<file path="src/rtl/ram_sp_sync_read.sv">
// ram_sp_sync_read: single-port RAM with synchronous write and registered-address read.
// The address is captured on every rising edge. data_out is a combinational read of the
// word at the captured address. Because of this, a write followed by a read of the same
// address shows the new data straight after the write edge (write-first).
// Optional build macro: MEM_CLEAR_ON_RESET_EN. When it is defined, a reset edge also
// zeroes every memory word.
`timescale 1ns/1ps
module ram_sp_sync_read #(
    parameter int DATA_WIDTH = 8,
    parameter int ADDR_WIDTH = 4,
    parameter int DEPTH      = 16
) (
    input  logic                  clk,
    input  logic                  rst_n,
    input  logic [DATA_WIDTH-1:0] data_in,
    input  logic [ADDR_WIDTH-1:0] address,
    input  logic                  write_en,
    output logic [DATA_WIDTH-1:0] data_out
);

    // The address decode assumes a full power-of-two array with no out-of-range slots.
    if (DEPTH != (1 << ADDR_WIDTH)) begin : g_depth_check
        $error("ram_sp_sync_read: DEPTH must equal 2**ADDR_WIDTH");
    end

    logic [DATA_WIDTH-1:0] r_mem [DEPTH];
    logic [ADDR_WIDTH-1:0] r_addr_q;
    logic                  w_wr;

    // A write is accepted only outside reset. During reset, data_in and address are dropped.
    assign w_wr = rst_n & write_en;

    // Address register: it loads on every cycle, including write cycles, so reads are write-first.
    always_ff @(posedge clk) begin
        if (!rst_n) begin
            r_addr_q <= '0;
        end else begin
            r_addr_q <= address;
        end
    end

`ifdef MEM_CLEAR_ON_RESET_EN
    // Memory array: a reset edge clears every word. Otherwise the addressed word is written.
    always_ff @(posedge clk) begin
        if (!rst_n) begin
            for (int i = 0; i < DEPTH; i++) begin
                r_mem[i] <= '0;
            end
        end else if (w_wr) begin
            r_mem[address] <= data_in;
        end
    end
`else
    // Memory array: reset does not touch the contents, so data from before reset survives it.
    always_ff @(posedge clk) begin
        if (w_wr) begin
            r_mem[address] <= data_in;
        end
    end
`endif

    // Unregistered read port. Address changes between edges cannot reach the output.
    assign data_out = r_mem[r_addr_q];

endmodule

</file>
<file path="config.mk">
export PLATFORM = sky130hd
export DESIGN_NAME = ram_sp_sync_read
export DESIGN_NICKNAME = d
export VERILOG_FILES = /design/src/rtl/ram_sp_sync_read.sv
export SDC_FILE = /design/constraint.sdc
export NUM_CORES = 1
export LEC_CHECK = 0
export CAP_MARGIN = 20
export CELL_PAD_IN_SITES_DETAIL_PLACEMENT = 2
export CELL_PAD_IN_SITES_GLOBAL_PLACEMENT = 2
export CORE_UTILIZATION = 40
export DETAILED_ROUTE_END_ITERATION = 10
export PLACE_DENSITY = 0.7
export SYNTH_ARGS = -nofsm -noshare
export SYNTH_HDL_FRONTEND = slang
export SYNTH_SLANG_ARGS = --single-unit
</file>
<file path="constraint.sdc">
create_clock -name clk -period 2.1 [get_ports clk]
set_input_delay 0.42 -clock clk [delete_from_list [all_inputs] [get_ports clk]]
set_output_delay 0.42 -clock clk [all_outputs]
set_load 0.005 [all_outputs]
</file>
==> impl_metrics.py, run 1 <==
metrics = {
    "run_status": {
        "outcome": "finished, violations left",
        "violations": "negative setup slack",
    },
    "timing": {
        "fmax_ghz": 0.404,
        "hold_viol_final": 0,
        "finalCriticalPeriod_ps": 2470,
        "worstMarginPinSlew_ps": 617,
        "rsz0062_at_grt": "true",
        "fin_ws_ps": -374,
        "setup_violations": 8,
        "max_slew_margin_pct": 58.7,
        "fin_crit_sh_pct": 118,
        "slew_viol_final": 0,
        "setup-tns-final_ps": -2540,
    },
    "placed_design": {
        "portBuffers": 22,
        "place_hpwl_um": 7800,
        "gp_congestion": 0.723,
    },
    "floorplan": {
        "die_w_um": 115,
        "die-area_um2": 13200,
        "num_rows": 40,
        "ios": 23,
        "core_area_um2": 12200,
        "fp.dieH_um": 115,
        "initial_core_util_pct": 41.7,
    },
    "synth": {
        "synth_cells": 230,
        "synth.area.top_cells": "edfxtp_1, mux4_2, mux4_1",
        "synth_largest_area_cell": "edfxtp_1",
        "synth.net_count": 245,
        "synth.yosys.seq_area_share_pct": 77.0,
        "ys_warn_count": 0,
        "avgSynthCellArea_um2": 22.2,
        "yosys.area.top_type_share_pct": 75.4,
        "ys_ff_latch": 132,
        "netlist_area_um2": 5100,
        "synth_cell_type_count": 19,
    },
    "route": {
        "wire_per_inst_um": 24.9,
        "drtPass1Iterations": 4,
        "drt-vias-per-instance": 5.29,
        "drcViolationCount": 0,
        "num_vias": 2599,
        "wirelength_um": 12200,
        "final_antenna_net_count": 0,
        "first_iter_violations": 197,
    },
    "finish": {
        "largest-register": "r_mem",
        "final_common_cell": "edfxtp_1",
        "layout_common_cells": "edfxtp_1, mux4_2, buf_4",
        "n_antenna_cell": 0,
        "largest_register_ffs": 128,
        "final_layout_size_suffix_gt1_share_pct": 39.9,
        "nNetsFinal": 327,
        "top_regs": "r_mem x128",
        "final_util_pct": 53.0,
        "area_delta_synth_final_pct": 27.0,
    },
    "cts": {
        "htree_levels": 4,
        "cts-buffers-inserted": 17,
        "clk_pin_slew_worst_paths_ps": 60,
        "clock-root-buffer": "clkbuf_16",
        "cts_hold_buf": 0,
        "cts.sinks": 132,
        "cts_tree": "built",
        "cts_buffer_depth": 2,
    },
    "power": {
        "swShare_pct": 20.3,
        "p_leak_nw": 2.14,
        "power.total_mw": 5.90,
        "p_comb_share_pct": 6.5,
        "seq_power_share_pct": 49.8,
        "p_per_area_nw_per_um2": 912,
        "power.switching_mw": 1.20,
        "clockPowerShare_pct": 43.7,
        "p_int_mw": 4.71,
        "peakVddDrop_v": 0.000397,
    },
    "grt": {
        "gr-usage-all-layers_pct": 20.7,
        "antenna_found_initial": 0,
        "grt_pass1_wl_um": 18400,
        "grt_pass1_vias": 2966,
        "grt_max_degree": 23,
        "grt_remaining_overflow": 0,
    },
    "critical_path": {
        "startpoint_type": "flop",
        "arrival_ps": 2050,
        "worstPathMaxFanout": 5,
        "end_kind": "output pin",
        "crit_type": "reg -> out",
        "critPathRequiredTime_ps": 1680,
    },
    "min_path": {
        "hold_class": "in -> reg",
    },
    "flow_run": {
        "cap_violations": 0,
    },
}
==> timing repair <==
action | 4_1_cts | 5_1_grt
gates resized for setup | 76 | 3
hold endpoints to repair | 0 | 0
pin swaps | 20 | 0
buffers inserted | 19 | 0
cloned | 1 | 0
setup endpoints to repair | 8 | 8
==> synthesized netlist by cell type <==
master           instances
dfxtp_1                  4
a22oi_1                 16
or3_1                    1
edfxtp_1               128
nor2b_1                  1
nand2b_1                 2
mux4_2                  18
and2_1                   5
and2b_1                  1
nand4_1                  1
mux4_1                  14
nand2_1                 10
buf_6                    3
nor2_1                  13
nand4b_1                 2
buf_2                    3
nor3_1                   4
buf_4                    1
clkdlybuf4s25_2          3
==> critical path: stages (launching register included) <==
cell and delay [ps]:
dfxtp_4 430, buf_12 150, mux4_1 580, a22oi_2 230, nand2_1 100, buf_2 140
==> final timing paths <==
check / from / end / slack [ps] / cells after the start
min: address[3] / flop / 700 / 2
max: flop / data_out[0] / -370 / 5
==> power by group through the flow <==
stage               combinational (mW)  clock [mW]  sequential [mW]
floorplan                        0.147           0             2.98
global placement                 0.313           0             2.99
detailed placement               0.329           0             2.99
CTS                              0.388        2.62             2.94
global route                     0.408        2.72             2.94
finish                           0.383        2.58             2.94
==> area by class of cell <==
cell class | instances | area, um^2
fillers | 1085 | 5740
flip-flops and latches | 132 | 3930
multi-input cells | 88 | 1120
repair buffers | 73 | 714
clock buffers | 21 | 440
well taps | 168 | 210
clock inverters | 9 | 65.1
==> cell families (layout without fill, tap and decap cells) <==
| logic type | Yosys count | count (layout) | synth area share (%) |
|---|---|---|---|
| compound gates | 16 | 16 | 2.36 |
| flops | 132 | 132 | 77.0 |
| buf+inv | 10 | 103 | 1.69 |
| simple gates | 40 | 40 | 3.81 |
| mux | 32 | 32 | 15.2 |
==> metal layers <==
metal	GRT usage [%]	part of all wire [%]	routed length, um
met5	0	0	0
met4	8.57	1.5	182
met3	4.85	3.2	391
met2	33.8	51	6270
met1	26.8	44	5380
==> metrics by stage <==
| stage | setup slack [ps] | hold slack (ps) | instances | area (um^2) |
|---|---|---|---|---|
| 2_1_floorplan | 267 | 519 | 230 | 5100 |
| 6_report | -374 | 702 | 491 | 6480 |
| 5_1_grt | -445 | 710 | 491 | 6480 |
| 3_5_place_dp | -397 | 1120 | 441 | 5730 |
| 3_3_place_gp | -273 | 1110 | 441 | 5730 |
| 4_1_cts | -421 | 678 | 491 | 6460 |
No activity file was read; power rests on OpenSTA's default activity.
==> inputs of run 2 (changes only) <==
--- a/config.mk
+++ b/config.mk
@@ -10,6 +10,7 @@
 export CELL_PAD_IN_SITES_GLOBAL_PLACEMENT = 2
 export CORE_UTILIZATION = 40
 export DETAILED_ROUTE_END_ITERATION = 10
+export GPL_ROUTABILITY_DRIVEN = 0
 export PLACE_DENSITY = 0.7
 export SYNTH_ARGS = -nofsm -noshare
 export SYNTH_HDL_FRONTEND = slang
==> results of run 2 <==
The final DEF is identical to that of run 1; final timing and power are the same.
